## src/rtl/nest_checker_pkg.sv

```systemverilog
// Shared definitions for the nest_checker block: word-FSM state encoding,
// ASCII constants, separator test and case folding.
// Optional feature macro: SEP_WS_EN (tab, LF and CR also act as separators).
package nest_pkg;

  typedef enum logic [3:0] {
    ST_IDLE  = 4'd0,
    ST_OTHER = 4'd1,
    ST_B1    = 4'd2,
    ST_B2    = 4'd3,
    ST_B3    = 4'd4,
    ST_B4    = 4'd5,
    ST_BGN   = 4'd6,
    ST_E1    = 4'd7,
    ST_E2    = 4'd8,
    ST_END   = 4'd9
  } word_state_t;

  localparam logic [7:0] CH_SPACE = 8'h20;
  localparam logic [7:0] CH_TAB   = 8'h09;
  localparam logic [7:0] CH_LF    = 8'h0A;
  localparam logic [7:0] CH_CR    = 8'h0D;

  localparam logic [7:0] CH_B = 8'h62;
  localparam logic [7:0] CH_E = 8'h65;
  localparam logic [7:0] CH_G = 8'h67;
  localparam logic [7:0] CH_I = 8'h69;
  localparam logic [7:0] CH_N = 8'h6E;
  localparam logic [7:0] CH_D = 8'h64;

  // True when the character ends a word.
  function automatic logic is_sep(input logic [7:0] c);
`ifdef SEP_WS_EN
    return (c == CH_SPACE) || (c == CH_TAB) || (c == CH_LF) || (c == CH_CR);
`else
    return (c == CH_SPACE);
`endif
  endfunction

  // Fold upper-case ASCII letters to lower case; everything else unchanged.
  function automatic logic [7:0] lower(input logic [7:0] c);
    if ((c >= 8'h41) && (c <= 8'h5A)) return c | 8'h20;
    return c;
  endfunction

endpackage

```

## src/rtl/nest_word_fsm.sv

```systemverilog
// Word tokeniser: tracks how far the current word matches "begin" or "end"
// and flags a keyword that is pending or being committed by a separator.
module nest_word_fsm
  import nest_pkg::*;
(
  input  logic       clk,
  input  logic       reset,
  input  logic       clr,
  input  logic       step,
  input  logic [7:0] ch,
  output logic       kw_begin_pend,
  output logic       kw_end_pend,
  output logic       commit_begin,
  output logic       commit_end
);

  word_state_t state;
  word_state_t nxt;
  logic [7:0]  lc;
  logic        sep;

  // Next state for the character presented this cycle.
  always_comb begin
    lc  = lower(ch);
    sep = is_sep(ch);
    nxt = ST_OTHER;
    if (sep) begin
      nxt = ST_IDLE;
    end else begin
      case (state)
        ST_IDLE: begin
          if (lc == CH_B)      nxt = ST_B1;
          else if (lc == CH_E) nxt = ST_E1;
        end
        ST_B1: if (lc == CH_E) nxt = ST_B2;
        ST_B2: if (lc == CH_G) nxt = ST_B3;
        ST_B3: if (lc == CH_I) nxt = ST_B4;
        ST_B4: if (lc == CH_N) nxt = ST_BGN;
        ST_E1: if (lc == CH_N) nxt = ST_E2;
        ST_E2: if (lc == CH_D) nxt = ST_END;
        default: nxt = ST_OTHER;
      endcase
    end
  end

  // State register; holds across idle cycles, clear returns to IDLE.
  always_ff @(posedge clk or posedge reset) begin
    if (reset)     state <= ST_IDLE;
    else if (clr)  state <= ST_IDLE;
    else if (step) state <= nxt;
  end

  // Keyword flags for the depth logic in the top level.
  always_comb begin
    kw_begin_pend = (state == ST_BGN);
    kw_end_pend   = (state == ST_END);
    commit_begin  = step && sep && (state == ST_BGN);
    commit_end    = step && sep && (state == ST_END);
  end

endmodule

```

## config.mk

```make
export PLATFORM = sky130hd
export DESIGN_NAME = nest_word_fsm
export DESIGN_NICKNAME = d
export VERILOG_FILES = /design/src/rtl/nest_checker_pkg.sv /design/src/rtl/nest_word_fsm.sv
export SDC_FILE = /design/constraint.sdc
export NUM_CORES = 1
export LEC_CHECK = 0
export BUFFER_PORTS_ARGS = -buffer_cell sky130_fd_sc_hd__buf_2
export CAP_MARGIN = 30
export CORE_MARGIN = 2
export CORE_UTILIZATION = 39
export DETAILED_ROUTE_END_ITERATION = 10
export SLEW_MARGIN = 15
export SYNTH_ARGS = -nofsm -noshare
export SYNTH_HDL_FRONTEND = slang
export SYNTH_SLANG_ARGS = --single-unit
```

## constraint.sdc

```tcl
create_clock -name clk -period 3.05 [get_ports clk]
set_input_delay 0.61 -clock clk [delete_from_list [all_inputs] [get_ports clk]]
set_output_delay 0.61 -clock clk [all_outputs]
set_load 0.02 [all_outputs]
```

# After elaboration in Yosys (flattened, before gate mapping)
# Cells that the tools add are included.
# word_totals
reg_bits	4
in_bits	12
output_inout_bits	4
elab_cells	39
# op_classes
order_cmp	2
eq_ne	15
mux	15
n_reduce_logical	6
# op_table
op	n
equality test 8 x 7 -> 1 bit, second input constant	6
one-hot mux 4 bit (7 select lines)	1
2-to-1 mux 4 bit	5
equality test 4 x 3 -> 1 bit, second input constant	4
2-to-1 mux 8 bit	2
2-to-1 mux 3 bit	5
equality test 4 x 2 -> 1 bit, second input constant	2
equality test 4 bit, second input constant	2
equality test 8 x 6 -> 1 bit, second input constant	1
>= comparator 8 x 7 -> 1 bit, second input constant	1
<= comparator 8 x 7 -> 1 bit, second input constant	1
logical AND 1 bit	4
logical NOT 4 bit	1
2-to-1 mux 2 bit	1
nonzero test 2 bit	1
2-to-1 mux 1 bit	1

# Depth between registers and ports, before layout
# depth
ltp_word	11
mapped_depth	5
depth_no_buf	4

# Worst setup path after synthesis
# No wires, ideal clock.
# synth_timing
path_type	input port to output port
start	input port ch[1]
end	output port commit_begin
arrival_time_ns	1.549
slack_ns	0.891
stages	4
n_path_buf	1
cell_sequence	buf_2 > nor4_1 > nand4_1 > nor2b_1
# synth_between
elab_chain_len	3
# synth_rtl
item	line_no	text
start: declaration	nest_word_fsm.sv:10	input logic [7:0] ch,
equality test 8 x 6 -> 1 bit	nest_checker_pkg.sv:36	return (c == CH_SPACE);
logical AND 1 bit (2 in a row)	nest_word_fsm.sv:57	commit_begin = step && sep && (state == ST_BGN);
end: declaration	nest_word_fsm.sv:13	output logic commit_begin,
# Every way passes these cells.

# Final worst setup path
# Same ends and word-level chain as after synthesis.

==> flow_metrics.py <==
metrics = {
    "yosys": {
        "synth.most_common_cell": "nand2_1",
        "yosysSeqAreaShare_pct": 18.5,
        "synth_area_um2": 542,
        "synth_top_cell_by_area": "dfrtp_1",
        "synth-main-ff-cell": "dfrtp_1",
        "yosysTopAreaCellShare_pct": 18.5,
        "synthesis.nets": 79,
        "syn_avg_cell_area_um2": 8.09,
        "ys_seq_elements": 4,
        "synth_cell_type_count": 35,
        "synth.area.top_cells": "dfrtp_1 (18%), buf_6 (6.2%), a22o_1 (4.8%)",
        "synth_cells": 67,
        "ys_async_sr_fraction_pct": 100,
        "yosys_warnings": 0,
        "synthTopCellsByCount": "nand2_1 (6), dfrtp_1 (4), nor2_1 (4), nor2b_1 (4)",
        "synth_edf_count": 0,
    },
    "worst_setup_path": {
        "r2r-end": "state[0]",
        "reg2reg_from": "state[2]",
        "critPathKind": "input port to primary output",
        "arrival_ps": 1600,
        "r2r_cells": 4,
        "crit_required_ps": 2440,
        "crit_fanout": 13,
        "startpoint_type": "input port",
        "end_kind": "primary output",
        "reg2reg_slack_ps": 1390,
    },
    "floorplanning": {
        "die_area_mm2": 0.00170,
        "core_area_mm2": 0.00130,
        "initial_utilization_pct": 41.6,
        "die_h_um": 41.3,
        "pin_count": 16,
        "dieWidth_um": 41.3,
        "rows": 13,
    },
    "place": {
        "pre_cts_slack_ps": 839,
        "io_buffers": 15,
        "place_congestion": 0.764,
        "dpl.hpwl_um": 886,
    },
    "power": {
        "p_leak_uw": 0.000255,
        "power_density_mw_per_mm2": 253,
        "ir_worst_vdd_mv": 0.0821,
    },
    "timing": {
        "maxSlewViolCount": 0,
        "slew_headroom_pct": 72.6,
        "rsz0062_at_grt": "false",
        "fin_skew_ps": 0.978,
        "hold_viol_final": 0,
        "worst_slack_ps": 842,
        "fmax_mhz": 453,
        "fin_crit_ps": 2210,
        "post-route-period-util_pct": 72.4,
        "finalSetupViolCount": 0,
        "worstMarginPinSlew_ps": 407,
        "setup_tns_ps": 0,
    },
    "clocking": {
        "clk_pin_slew_worst_paths_ps": 40,
        "cts-resized-gates": 0,
        "cts_made_buffers": 3,
        "cts.sinks": 4,
        "cts_tree": "done",
        "insertion_delay_ps": 230,
        "htreeDepth": 1,
        "cts_root_buf": "clkbuf_4",
        "hold_buffers": 0,
        "clock_path_buffers": 2,
        "post_cts_buffers": 0,
    },
    "drt": {
        "firstDrtPassIters": 4,
        "first_iter_violations": 15,
        "viasPerCell": 5.87,
        "wl_per_cell_um": 12.5,
        "drc": 0,
        "wl_mm": 1.16,
        "final_antenna_net_count": 0,
        "via_count": 546,
    },
    "layout": {
        "antenna_cells": 0,
        "top_regs": "state x4",
        "final_net_count": 92,
        "syn_to_final_growth_pct": 11.8,
        "fill_cells": 130,
        "regMostFlops": "state",
        "multi_input_area_um2": 385,
        "largest_reg_flops": 4,
        "register_area_um2": 100,
        "drive_above_1_share_pct": 28.2,
    },
    "global_routing": {
        "grt_max_degree": 14,
        "overflow": 0,
        "grt_first_pass_wirelength_mm": 1.84,
        "grt.total_usage_pct": 16.2,
        "grt_pass1_vias": 426,
        "antenna_found_initial": 0,
    },
    "run_status": {
        "status": "finished, final reports clean",
    },
    "hold_path": {
        "min_path_type": "input port to asynchronous set/reset pin",
    },
    "flow_run": {
        "drv_cap": 0,
    },
}
-- critical path: stages --
cell and delay (ps):
buf_2 160, nor4_1 370, nand4_1 170, nor2b_1 120
buf_2 160
-- power breakdown --
part           leakage (uW)  internal, uW  total, uW  switching, uW
clock network     0.0000138          43.9       63.2           19.3
registers         0.0000541          54.6       58.5           3.90
logic              0.000187          13.7       31.3           17.6
-- layout by cell type (no fill, tap or decap), drive strengths merged --
| cell type | Yosys | layout |
|---|---|---|
| a2111oi | 2 | 2 |
| a211o | 1 | 1 |
| a21o | 1 | 1 |
| a22o | 3 | 3 |
| a31oi | 1 | 1 |
| a41oi | 1 | 1 |
| and2 | 1 | 1 |
| and2b | 1 | 1 |
| and3 | 2 | 2 |
| and3b | 2 | 2 |
| and4bb | 1 | 1 |
| buf | 6 | 15 |
| clkbuf | 1 | 3 |
| dfrtp | 4 | 4 |
| inv | 1 | 1 |
| nand2 | 6 | 6 |
| nand4 | 2 | 2 |
| nand4b | 2 | 2 |
| nor2 | 4 | 4 |
| nor2b | 4 | 4 |
| nor3 | 2 | 2 |
| nor3b | 2 | 2 |
| nor4 | 3 | 3 |
| o2111ai | 1 | 1 |
| o21a | 1 | 1 |
| o21ai | 4 | 4 |
| o221a | 1 | 1 |
| o311ai | 2 | 2 |
| or3 | 2 | 2 |
| or4 | 1 | 1 |
| or4b | 2 | 2 |
-- metrics by stage --
stage	cells	total power [uW]	cell area [um2]	utilization (%)	hold slack, ps
finish	93	153	606	46.5	252
global placement	90	90.3	583	44.8	489
detailed placement	90	90.3	583	44.8	494
global route	93	164	606	46.5	269
floorplan	67	78.7	542	-	376
CTS	93	155	606	46.5	248
-- worst max-delay path by stage --
stage,from,endpoint,cells past startpoint
after global routing,ch[1],commit_begin,5
final,ch[1],commit_begin,5
after detailed placement,ch[1],commit_begin,5
after floorplan,ch[1],commit_begin,4
after CTS,ch[1],commit_begin,5
after global placement,ch[1],commit_begin,5
-- cell type report --
type                    count  area share, %
clock buffers               3           3.72
flip-flops and latches      4           16.5
multi-input cells          55           63.6
inverters                   1          0.620
repair buffers             15           12.4
well taps                  15           3.10
-- per-layer routing --
metal	wire (um)	global-route usage, %	vias up
met3	48	0	0
met2	517	21.9	15
met5	0	0	-
li1	-	-	288
met1	594	24.7	243
met4	0	9.68	0
-- cell families (layout without fill, tap and decap cells) --
kind of cell	Yosys count	in the layout	synth area share, %
AO/OA/AOI/OAI	18	18	27.3
flip-flops	4	4	18.5
AND/OR/NAND/NOR	37	37	43.9
buffers and inverters	8	19	10.4
Note: power is estimated with default switching activity, not from simulation.
